### src/rtl/m_dbus_unit_pkg.sv
`default_nettype none
// ============================================================================
// Module   : m_dbus_unit_pkg
// Brief    : Shared definitions for the M-stage data-bus unit: mem_op codes,
//            default address-map constants, FSM state encoding, lane helpers.
// Revision : 1.0 - initial release
// ============================================================================
package m_dbus_unit_pkg;

  // Memory operation encoding carried by mem_op
  typedef logic [3:0] mem_op_t;
  localparam mem_op_t C_OP_NOPE = 4'd0;
  localparam mem_op_t C_OP_W    = 4'd1;
  localparam mem_op_t C_OP_H    = 4'd2;
  localparam mem_op_t C_OP_B    = 4'd3;
  localparam mem_op_t C_OP_HU   = 4'd4;
  localparam mem_op_t C_OP_BU   = 4'd5;

  // Default address map
  localparam logic [31:0] C_DM_END       = 32'h0000_2fff;
  localparam int unsigned C_NUM_TIMER    = 2;
  localparam logic [31:0] C_TIMER_BASE   = 32'h0000_7f00;
  localparam logic [31:0] C_TIMER_STRIDE = 32'h0000_0010;
  localparam int unsigned C_TIMER_SIZE   = 12;
  localparam int unsigned C_TIMER_CNT_OFF = 8;   // first byte of the read-only count register
  localparam logic [31:0] C_ERRT_BASE    = 32'h0000_7f20;
  localparam int unsigned C_ERRT_SIZE    = 4;
  localparam int unsigned C_MAX_WAIT     = 15;

  // FSM state encoding
  typedef logic [0:0] state_t;
  localparam state_t C_ST_IDLE = 1'b0;
  localparam state_t C_ST_BUSY = 1'b1;

  // Transfer attributes captured at issue, needed when the bus answers
  typedef struct packed {
    mem_op_t    op;
    logic       write;
    logic [1:0] lane;
  } xfer_t;

  // Store lane placement
  typedef struct packed {
    logic [3:0]  byteen;
    logic [31:0] wdata;
  } st_lanes_t;

  // Only these codes start a bus transfer; anything else behaves as nope
  function automatic logic f_is_access(input mem_op_t op);
    return (op == C_OP_W) || (op == C_OP_H) || (op == C_OP_B) ||
           (op == C_OP_HU) || (op == C_OP_BU);
  endfunction

  // Place store data on the byte lanes selected by the low address bits
  function automatic st_lanes_t f_store_lanes(input mem_op_t op, input logic [1:0] lane,
                                              input logic [31:0] data);
    st_lanes_t r;
    case (op)
      C_OP_H, C_OP_HU: begin
        r.byteen = lane[1] ? 4'b1100 : 4'b0011;
        r.wdata  = lane[1] ? {data[15:0], 16'h0000} : {16'h0000, data[15:0]};
      end
      C_OP_B, C_OP_BU: begin
        r.byteen = 4'b0001 << lane;
        r.wdata  = {24'h000000, data[7:0]} << {lane, 3'b000};
      end
      default: begin
        r.byteen = 4'b1111;
        r.wdata  = data;
      end
    endcase
    return r;
  endfunction

  // Select the addressed sub-word from the raw bus word and extend it
  function automatic logic [31:0] f_extend(input mem_op_t op, input logic [1:0] lane,
                                           input logic [31:0] rdata);
    logic [15:0] half;
    logic [7:0]  byt;
    logic [31:0] shifted;
    logic [31:0] res;
    half    = lane[1] ? rdata[31:16] : rdata[15:0];
    shifted = rdata >> {lane, 3'b000};
    byt     = shifted[7:0];
    case (op)
      C_OP_H:  res = {{16{half[15]}}, half};
      C_OP_HU: res = {16'h0000, half};
      C_OP_B:  res = {{24{byt[7]}}, byt};
      C_OP_BU: res = {24'h000000, byt};
      default: res = rdata;
    endcase
    return res;
  endfunction

endpackage
`default_nettype wire

### src/rtl/m_dbus_unit_if.sv
`default_nettype none
// ============================================================================
// Module   : m_dbus_unit_if
// Brief    : Ready/valid external data bus between the M-stage unit (master)
//            and the memory/peripheral fabric (slave).
// Revision : 1.0 - initial release
// ============================================================================
interface m_dbus_unit_if;
  logic        bus_valid;
  logic [31:0] bus_addr;
  logic [3:0]  bus_byteen;
  logic [31:0] bus_wdata;
  logic        bus_ready;
  logic [31:0] bus_rdata;

  modport master (
    output bus_valid, bus_addr, bus_byteen, bus_wdata,
    input  bus_ready, bus_rdata
  );

  modport slave (
    input  bus_valid, bus_addr, bus_byteen, bus_wdata,
    output bus_ready, bus_rdata
  );
endinterface
`default_nettype wire

### src/rtl/m_dbus_check.sv
`default_nettype none
// ============================================================================
// Module   : m_dbus_check
// Brief    : Combinational address-exception decoder: alignment, window
//            membership, sub-word timer access and read-only timer count.
// Revision : 1.0 - initial release
// ============================================================================
module m_dbus_check
  import m_dbus_unit_pkg::*;
#(
  parameter logic [31:0] DM_END       = C_DM_END,
  parameter int unsigned NUM_TIMER    = C_NUM_TIMER,
  parameter logic [31:0] TIMER_BASE   = C_TIMER_BASE,
  parameter logic [31:0] TIMER_STRIDE = C_TIMER_STRIDE,
  parameter int unsigned TIMER_SIZE   = C_TIMER_SIZE,
  parameter logic [31:0] ERRT_BASE    = C_ERRT_BASE
) (
  input  wire         i_valid,
  input  wire  [3:0]  i_op,
  input  wire         i_write,
  input  wire  [31:0] i_addr,
  output logic        o_adel,
  output logic        o_ades
);

  logic [NUM_TIMER-1:0] w_tmr_hit;
  logic [NUM_TIMER-1:0] w_tmr_ro;
  logic                 w_active;
  logic                 w_misalign;
  logic                 w_subword;
  logic                 w_in_dm;
  logic                 w_in_errt;
  logic                 w_in_timer;
  logic [31:0]          w_errt_off;
  logic                 w_viol;

  // One window comparator per timer; offsets below the base wrap to large values
  for (genvar gi = 0; gi < NUM_TIMER; gi++) begin : g_timer
    logic [31:0] w_off;
    assign w_off         = i_addr - (TIMER_BASE + TIMER_STRIDE * 32'(gi));
    assign w_tmr_hit[gi] = (w_off < TIMER_SIZE);
    assign w_tmr_ro[gi]  = w_tmr_hit[gi] && (w_off >= C_TIMER_CNT_OFF);
  end

  assign w_active   = i_valid && f_is_access(i_op);
  assign w_misalign = ((i_op == C_OP_W) && (i_addr[1:0] != 2'b00)) ||
                      (((i_op == C_OP_H) || (i_op == C_OP_HU)) && i_addr[0]);
  assign w_subword  = (i_op != C_OP_W);
  assign w_in_dm    = (i_addr <= DM_END);
  assign w_errt_off = i_addr - ERRT_BASE;
  assign w_in_errt  = (w_errt_off < C_ERRT_SIZE);
  assign w_in_timer = |w_tmr_hit;

  assign w_viol = w_misalign
                | !(w_in_dm || w_in_timer || w_in_errt)
                | (w_in_timer && w_subword)
                | (i_write && (|w_tmr_ro));

  assign o_adel = w_active && !i_write && w_viol;
  assign o_ades = w_active &&  i_write && w_viol;

endmodule
`default_nettype wire

### src/rtl/m_dbus_unit.sv
`default_nettype none
// ============================================================================
// Module   : m_dbus_unit
// Brief    : Memory-stage data-bus unit. Checks address exceptions, issues
//            one ready/valid bus transfer per memory instruction, stalls the
//            pipeline until it completes and registers extended load data.
//            Optional feature macro: DBUS_TIMEOUT_EN (bus wait timeout).
// Revision : 1.0 - initial release
// ============================================================================
module m_dbus_unit
  import m_dbus_unit_pkg::*;
#(
  parameter logic [31:0] DM_END       = C_DM_END,
  parameter int unsigned NUM_TIMER    = C_NUM_TIMER,
  parameter logic [31:0] TIMER_BASE   = C_TIMER_BASE,
  parameter logic [31:0] TIMER_STRIDE = C_TIMER_STRIDE,
  parameter int unsigned TIMER_SIZE   = C_TIMER_SIZE,
  parameter logic [31:0] ERRT_BASE    = C_ERRT_BASE
`ifdef DBUS_TIMEOUT_EN
  ,
  // The wait limit only exists when the timeout logic is built
  parameter int unsigned MAX_WAIT     = C_MAX_WAIT
`endif
) (
  input  wire               clk,
  input  wire               reset_n,
  input  wire               mem_valid,
  input  wire  [3:0]        mem_op,
  input  wire               mem_write,
  input  wire               flush,
  input  wire  [31:0]       addr,
  input  wire  [31:0]       st_data,
  m_dbus_unit_if.master     bus,
  output logic              stall,
  output logic [31:0]       ld_data,
  output logic              ld_done,
  output logic              err_adel,
  output logic              err_ades,
  output logic              err_timeout
);

  state_t      r_state;
  state_t      w_next_state;
  logic        r_bus_valid;
  logic [31:0] r_bus_addr;
  logic [3:0]  r_bus_byteen;
  logic [31:0] r_bus_wdata;
  logic [31:0] r_ld_data;
  logic        r_ld_done;
  xfer_t       r_xfer;
  st_lanes_t   w_st;
  logic        w_issue;
  logic        w_ready_hit;
  logic        w_timeout;

  m_dbus_check #(
    .DM_END       (DM_END),
    .NUM_TIMER    (NUM_TIMER),
    .TIMER_BASE   (TIMER_BASE),
    .TIMER_STRIDE (TIMER_STRIDE),
    .TIMER_SIZE   (TIMER_SIZE),
    .ERRT_BASE    (ERRT_BASE)
  ) u_check (
    .i_valid (mem_valid),
    .i_op    (mem_op),
    .i_write (mem_write),
    .i_addr  (addr),
    .o_adel  (err_adel),
    .o_ades  (err_ades)
  );

  // A flush or an exception suppresses issue; a transfer already on the bus is unaffected
  assign w_issue     = (r_state == C_ST_IDLE) && mem_valid && f_is_access(mem_op) &&
                       !err_adel && !err_ades && !flush;
  assign w_ready_hit = (r_state == C_ST_BUSY) && bus.bus_ready;
  assign w_st        = f_store_lanes(mem_op, addr[1:0], st_data);

`ifdef DBUS_TIMEOUT_EN
  localparam int unsigned C_WAIT_W = ($clog2(MAX_WAIT + 1) > 4) ? $clog2(MAX_WAIT + 1) : 4;
  localparam logic [C_WAIT_W-1:0] C_WAIT_LAST = C_WAIT_W'(MAX_WAIT - 1);

  logic [C_WAIT_W-1:0] r_wait;
  logic                r_err_timeout;

  // The last unanswered BUSY cycle is the one where the counter already holds MAX_WAIT-1
  assign w_timeout = (r_state == C_ST_BUSY) && !bus.bus_ready && (r_wait == C_WAIT_LAST);

  // Count unanswered BUSY cycles and raise a one-cycle timeout pulse
  always_ff @(posedge clk or negedge reset_n) begin
    if (!reset_n) begin
      r_wait        <= '0;
      r_err_timeout <= 1'b0;
    end else begin
      r_err_timeout <= w_timeout;
      if ((r_state == C_ST_BUSY) && !bus.bus_ready && !w_timeout) begin
        r_wait <= r_wait + 1'b1;
      end else begin
        r_wait <= '0;
      end
    end
  end

  assign err_timeout = r_err_timeout;
`else
  // Without the timeout option BUSY waits for the bus indefinitely
  assign w_timeout   = 1'b0;
  assign err_timeout = 1'b0;
`endif

  // State register
  always_ff @(posedge clk or negedge reset_n) begin
    if (!reset_n) begin
      r_state <= C_ST_IDLE;
    end else begin
      r_state <= w_next_state;
    end
  end

  // Next-state decode
  always_comb begin
    w_next_state = r_state;
    case (r_state)
      C_ST_IDLE: if (w_issue) w_next_state = C_ST_BUSY;
      C_ST_BUSY: if (bus.bus_ready || w_timeout) w_next_state = C_ST_IDLE;
      default:   w_next_state = C_ST_IDLE;
    endcase
  end

  // Stall from the issue cycle up to, but not including, the cycle the transfer ends
  always_comb begin
    stall = 1'b0;
    case (r_state)
      C_ST_IDLE: stall = w_issue;
      C_ST_BUSY: stall = !(bus.bus_ready || w_timeout);
      default:   stall = 1'b0;
    endcase
  end

  // Bus request registers, issue-time attributes and the registered load result
  always_ff @(posedge clk or negedge reset_n) begin
    if (!reset_n) begin
      r_bus_valid  <= 1'b0;
      r_bus_addr   <= '0;
      r_bus_byteen <= '0;
      r_bus_wdata  <= '0;
      r_ld_data    <= '0;
      r_ld_done    <= 1'b0;
      r_xfer       <= '0;
    end else begin
      r_ld_done <= 1'b0;
      if (w_issue) begin
        r_bus_valid  <= 1'b1;
        r_bus_addr   <= {addr[31:2], 2'b00};
        r_bus_byteen <= mem_write ? w_st.byteen : 4'b0000;
        r_bus_wdata  <= mem_write ? w_st.wdata  : 32'h0000_0000;
        r_xfer       <= '{op: mem_op, write: mem_write, lane: addr[1:0]};
      end else if (w_ready_hit) begin
        // Byte enables return to zero so an idle bus never advertises a write
        r_bus_valid  <= 1'b0;
        r_bus_byteen <= 4'b0000;
        r_bus_wdata  <= 32'h0000_0000;
        if (!r_xfer.write) begin
          r_ld_data <= f_extend(r_xfer.op, r_xfer.lane, bus.bus_rdata);
          r_ld_done <= 1'b1;
        end
      end else if (w_timeout) begin
        r_bus_valid  <= 1'b0;
        r_bus_byteen <= 4'b0000;
        r_bus_wdata  <= 32'h0000_0000;
        r_ld_data    <= 32'h0000_0000;
      end
    end
  end

  assign bus.bus_valid  = r_bus_valid;
  assign bus.bus_addr   = r_bus_addr;
  assign bus.bus_byteen = r_bus_byteen;
  assign bus.bus_wdata  = r_bus_wdata;
  assign ld_data        = r_ld_data;
  assign ld_done        = r_ld_done;

endmodule
`default_nettype wire

### src/flat_wrapper.sv
// flat-port wrapper written by rule: the top's interface ports become plain ports
module m_dbus_unit_flat import m_dbus_unit_pkg::*;
#(
  parameter logic [31:0] DM_END       = C_DM_END,
  parameter int unsigned NUM_TIMER    = C_NUM_TIMER,
  parameter logic [31:0] TIMER_BASE   = C_TIMER_BASE,
  parameter logic [31:0] TIMER_STRIDE = C_TIMER_STRIDE,
  parameter int unsigned TIMER_SIZE   = C_TIMER_SIZE,
  parameter logic [31:0] ERRT_BASE    = C_ERRT_BASE

)
  (clk, reset_n, mem_valid, mem_op, mem_write, flush, addr, st_data, stall, ld_data, ld_done, err_adel, err_ades, err_timeout, bus_bus_valid, bus_bus_addr, bus_bus_byteen, bus_bus_wdata, bus_bus_ready, bus_bus_rdata);
  m_dbus_unit_if bus_i ();
  input  wire clk;
  input  wire reset_n;
  input  wire mem_valid;
  input  wire  [3:0] mem_op;
  input  wire mem_write;
  input  wire flush;
  input  wire  [31:0] addr;
  input  wire  [31:0] st_data;
  output logic stall;
  output logic [31:0] ld_data;
  output logic ld_done;
  output logic err_adel;
  output logic err_ades;
  output logic err_timeout;
  output wire logic [$bits(bus_i.bus_valid)-1:0] bus_bus_valid;
  output wire logic [$bits(bus_i.bus_addr)-1:0] bus_bus_addr;
  output wire logic [$bits(bus_i.bus_byteen)-1:0] bus_bus_byteen;
  output wire logic [$bits(bus_i.bus_wdata)-1:0] bus_bus_wdata;
  input wire logic [$bits(bus_i.bus_ready)-1:0] bus_bus_ready;
  input wire logic [$bits(bus_i.bus_rdata)-1:0] bus_bus_rdata;
  assign bus_bus_valid = bus_i.bus_valid;
  assign bus_bus_addr = bus_i.bus_addr;
  assign bus_bus_byteen = bus_i.bus_byteen;
  assign bus_bus_wdata = bus_i.bus_wdata;
  assign bus_i.bus_ready = bus_bus_ready;
  assign bus_i.bus_rdata = bus_bus_rdata;
  m_dbus_unit #(.DM_END(DM_END), .NUM_TIMER(NUM_TIMER), .TIMER_BASE(TIMER_BASE), .TIMER_STRIDE(TIMER_STRIDE), .TIMER_SIZE(TIMER_SIZE), .ERRT_BASE(ERRT_BASE)) u_core (.clk(clk), .reset_n(reset_n), .mem_valid(mem_valid), .mem_op(mem_op), .mem_write(mem_write), .flush(flush), .addr(addr), .st_data(st_data), .bus(bus_i), .stall(stall), .ld_data(ld_data), .ld_done(ld_done), .err_adel(err_adel), .err_ades(err_ades), .err_timeout(err_timeout));
endmodule
### config.mk
export PLATFORM = sky130hd
export DESIGN_NAME = m_dbus_unit_flat
export DESIGN_NICKNAME = d
export VERILOG_FILES = /design/src/rtl/m_dbus_unit_pkg.sv /design/src/rtl/m_dbus_unit_if.sv /design/src/rtl/m_dbus_check.sv /design/src/rtl/m_dbus_unit.sv /design/src/flat_wrapper.sv
export SDC_FILE = /design/constraint.sdc
export NUM_CORES = 1
export LEC_CHECK = 0
export CAP_MARGIN = 20
export CELL_PAD_IN_SITES_DETAIL_PLACEMENT = 1
export CELL_PAD_IN_SITES_GLOBAL_PLACEMENT = 2
export CORE_MARGIN = 3
export CORE_UTILIZATION = 27
export CTS_CLUSTER_DIAMETER = 30
export CTS_CLUSTER_SIZE = 10
export DETAILED_ROUTE_END_ITERATION = 16
export PLACE_DENSITY = 0.79
export SETUP_SLACK_MARGIN = 0.02
export SLEW_MARGIN = 15
export SYNTH_ARGS = -nofsm -noshare
export SYNTH_HDL_FRONTEND = slang
export SYNTH_SLANG_ARGS = --single-unit
### constraint.sdc
create_clock -name clk -period 7.1 [get_ports clk]
set_clock_uncertainty 0.1 [all_clocks]
set_input_delay 2.13 -clock clk [delete_from_list [all_inputs] [get_ports clk]]
set_output_delay 2.13 -clock clk [all_outputs]
set_load 0.005 [all_outputs]
==> summary.txt <==
Clocking
  • CTS root buf: clkbuf_16
  • CTS tree: done
  • Clock-pin slew on the worst setup and hold paths: 0.08 ns
  • Latest clock arrival within the worst-skew pair: 0.36 ns
  • Htree depth: 3
  • Num CTS Buffers: 9
  • Buffer depth of the longest clock path: 2
  • Clk sinks: 108

Timing
  • Fmax: 143 MHz
  • Finish-stage setup viols: 0
  • Endpoints failing hold: 0
  • Final Cycle Share: 0.983
  • Max-slew violations: 0
  • Min Tclk post-route: 6.98 ns
  • Worst slew pin tran: 1.08 ns
  • Max_slew headroom: 0.281
  • Final Worst Setup Slack: 0.122 ns
  • Hold Slack: 0.383 ns
  • Setup_tns: 0 ns

Finish
  • Final Net Count: 1062
  • Area Growth Syn to Fin: 54.1%
  • Share of cells above drive strength 1: 0.165
  • Fill count: 2674
  • Post-route insts no fill: 1267
  • Multi-input gate area: 0.00354 sq mm
  • Fin area: 0.00975 sq mm
  • N_diodes: 0
  • Reg area: 0.00270 sq mm

Floorplanning
  • Die ar.: 0.0253 sq mm
  • Rows: 55
  • CORE AREA: 0.0228 sq mm
  • Die height: 159 microns
  • Initial Util: 0.277
  • Die W: 159 microns
  • I/O pin count: 212

Synth
  • Dominant synthesized flop cell: dfrtp_1
  • Syn Std Cell Area: 0.00633 sq mm
  • Yosys top cell area share: 0.427
  • Register area share after synthesis: 0.427
  • Async set-reset flop share out of synthesis: 1.00
  • Post-Syn Instances: 697
  • Adder-Cell Fraction of Synth Area: 0.0138
  • Cells taking the most area after synthesis: dfrtp_1 (43%), nand2_1 (7.6%), mux2i_1 (6.5%)
  • Post-synth top cells: nand2_1 (128), dfrtp_1 (108), o21ai_0 (48)
  • Simple-Gate Fraction of Synth Area: 0.207
  • Post-synth top area cell: dfrtp_1
  • Syn avg cell area: 9.08 sq um
  • Compound-Gate Fraction of Synth Area: 0.181
  • Post-synth cell types: 69
  • Post-synthesis register bit count: 108
  • Yosys warns: 0
  • EDFF count, synth: 0
  • Largest family of logic cells by synthesized area: simple AND/OR/NAND/NOR gates
  • Post-synthesis xor/xnor area fraction: 0.00969
  • Most frequent cell after synthesis: nand2_1
  • Multiplexer area fraction after synthesis: 0.106

Critical path
  • CP Capture Type: primary output
  • CP max stage delay: 0.58 ns
  • Buf/Inv on CP: 2
  • Cell Chain, Critical Path: clkdlybuf4s50_1 > or4_4 > or4_4 > nor3b_4 > a211oi_2 > nand4b_4 > o21ai_2 > a22oi_4 > nand3_4 > o21ai_2 > buf_2
  • Launch point of the worst reg-to-reg path: u_core.r_xfer[1]$_DFFE_PN0P_
  • Reg2reg setup slack: 4.10 ns
  • FF-to-FF path depth: 9
  • CP arrival: 4.75 ns
  • Crit path launch type: primary input
  • Worst path slowest cell: or4_4
  • Reg-to-reg endpoint: u_core.ld_data[9]$_DFFE_PN0P_
  • CP Data Required Time: 4.87 ns
  • Crit Path Max Fanout: 4
  • Worst Setup Path Type: in -> out
  • Delay-heaviest family, CP: simple AND/OR/NAND/NOR gates

Worst hold path
  • WHS Path Cells: 2
  • HP Start: u_core.ld_data[13]$_DFFE_PN0P_
  • Hold Crit Class: reg -> reg
  • Hold worst-path end: u_core.ld_data[13]$_DFFE_PN0P_

GRT
  • GRT overflow: 0
  • Initial antenna violation count: 2
  • GRT Overall Usage: 0.193
  • Vias in the first global route: 6595
  • Largest net degree at the start of global routing: 75
  • First-pass GRT wire length: 39200 microns

Placed design
  • IO buf count: 208
  • Placed cell count: 1247
  • Placer Congestion: 0.855
  • Pre-CTS setup slack: -0.766 ns
  • DPL Wire Length: 18500 microns
  • Post-Place Cell Area: 0.00913 sq mm

Route
  • Via density: 4.93
  • DRT Wirelength: 24600 microns
  • DRC Markers: 0
  • DRC marker count from the first detailed-route iteration: 292
  • Vias: 6252
  • WL/cell: 19.4 microns
  • Drt pass-1 iters: 5
  • Routed Antenna Nets: 0

Run
  • Maxcap violations: 0

Power
  • P per Cell Area: 148 mW/mm^2
  • Leakage Power: 4.42 nW
  • VDD IR max: 0.121 mV

Status
  • Status: finished clean
[kinds of logic after synthesis]
family                     Yosys count
AOI/OAI and AO/OA                  173
other                                1
buffers and inverters               71
adders and majority gates            7
and+or+nand+nor                    266
muxes                               64
DFF                                108
xor gates and xnor gates             7
[flip-flops by register name, summed over array words and instances, names as in the netlist]
register,count
u_core.r_state,1
u_core.ld_data,32
u_core.bus.bus_wdata,32
u_core.bus.bus_addr,30
u_core.r_xfer,7
u_core.ld_done,1
u_core.bus.bus_valid,1
u_core.bus.bus_byteen,4
[power by group]
group	internal [mW]	switching [mW]
clock	0.254	0.278
sequential	0.631	0.00887
combinational	0.145	0.125
[stage by stage]
stage                     power [mW]  utilization
final                           1.44        0.427
after global routing            1.51        0.427
after CTS                       1.46        0.418
after detailed placement       0.911        0.400
after global placement         0.909        0.400
after floorplan                0.735            -
[placed cells by master, fill, tap and decap left out, types with 4 or more instances in the layout]
cell and count:
a21o_1 4, a21oi_1 35, a222oi_1 8, a22o_1 16
a31oi_1 7, and2_1 21, buf_4 77, buf_6 7
clkbuf_16 9, clkdlybuf4s50_1 190, dfrtp_1 108, dlymetal6s2s_1 11
ha_1 6, inv_1 17, mux2_1 21, mux2i_1 40
nand2_1 127, nand2b_1 14, nand3_1 8, nand4_1 5
nor2_1 27, nor3_1 18, nor3_2 5, o21ai_0 46
o22ai_1 15, or4_4 5, xnor2_1 4
[layer usage]
layer,wire (microns),GRT usage
met1,11200,0.253
met2,11700,0.321
met3,1210,0.0476
met4,405,0.0450
met5,23,0
[how the worst max path moves through the flow]
stage                         from  depth (start not counted)  slack, ns  endpoint
after floorplan            addr[5]                         14       0.16     stall
after global placement    addr[26]                         10      -0.64  err_ades
after detailed placement  addr[25]                         11      -0.77     stall
after CTS                 addr[16]                         11       0.03     stall
after global routing      addr[16]                         14     -0.008     stall
final                     addr[21]                         11       0.12     stall
[cell type report]
| cell class | count | share of cell area |
|---|---|---|
| clock buffer | 9 | 0.0231 |
| clock inverter | 7 | 0.00885 |
| inverter | 19 | 0.00731 |
| multi-input combinational | 520 | 0.363 |
| sequential | 108 | 0.277 |
| tap | 313 | 0.0402 |
| timing repair buffer | 291 | 0.281 |
[tightest hold or removal path, cell delays in order, from the launching register on]
cell,delay [ns]
dfrtp_1,0.34
nand2_1,0.05
o21ai_0,0.06
[timing repair]
| item | CTS | global route |
|---|---|---|
| resized for setup | 44 | 45 |
| buffers inserted | 1 | 3 |
| pin swaps | 10 | 22 |
| setup endpoints to repair | 3 | 3 |
| hold buffers | 0 | 0 |
No activity file was read; power rests on OpenSTA's default activity.
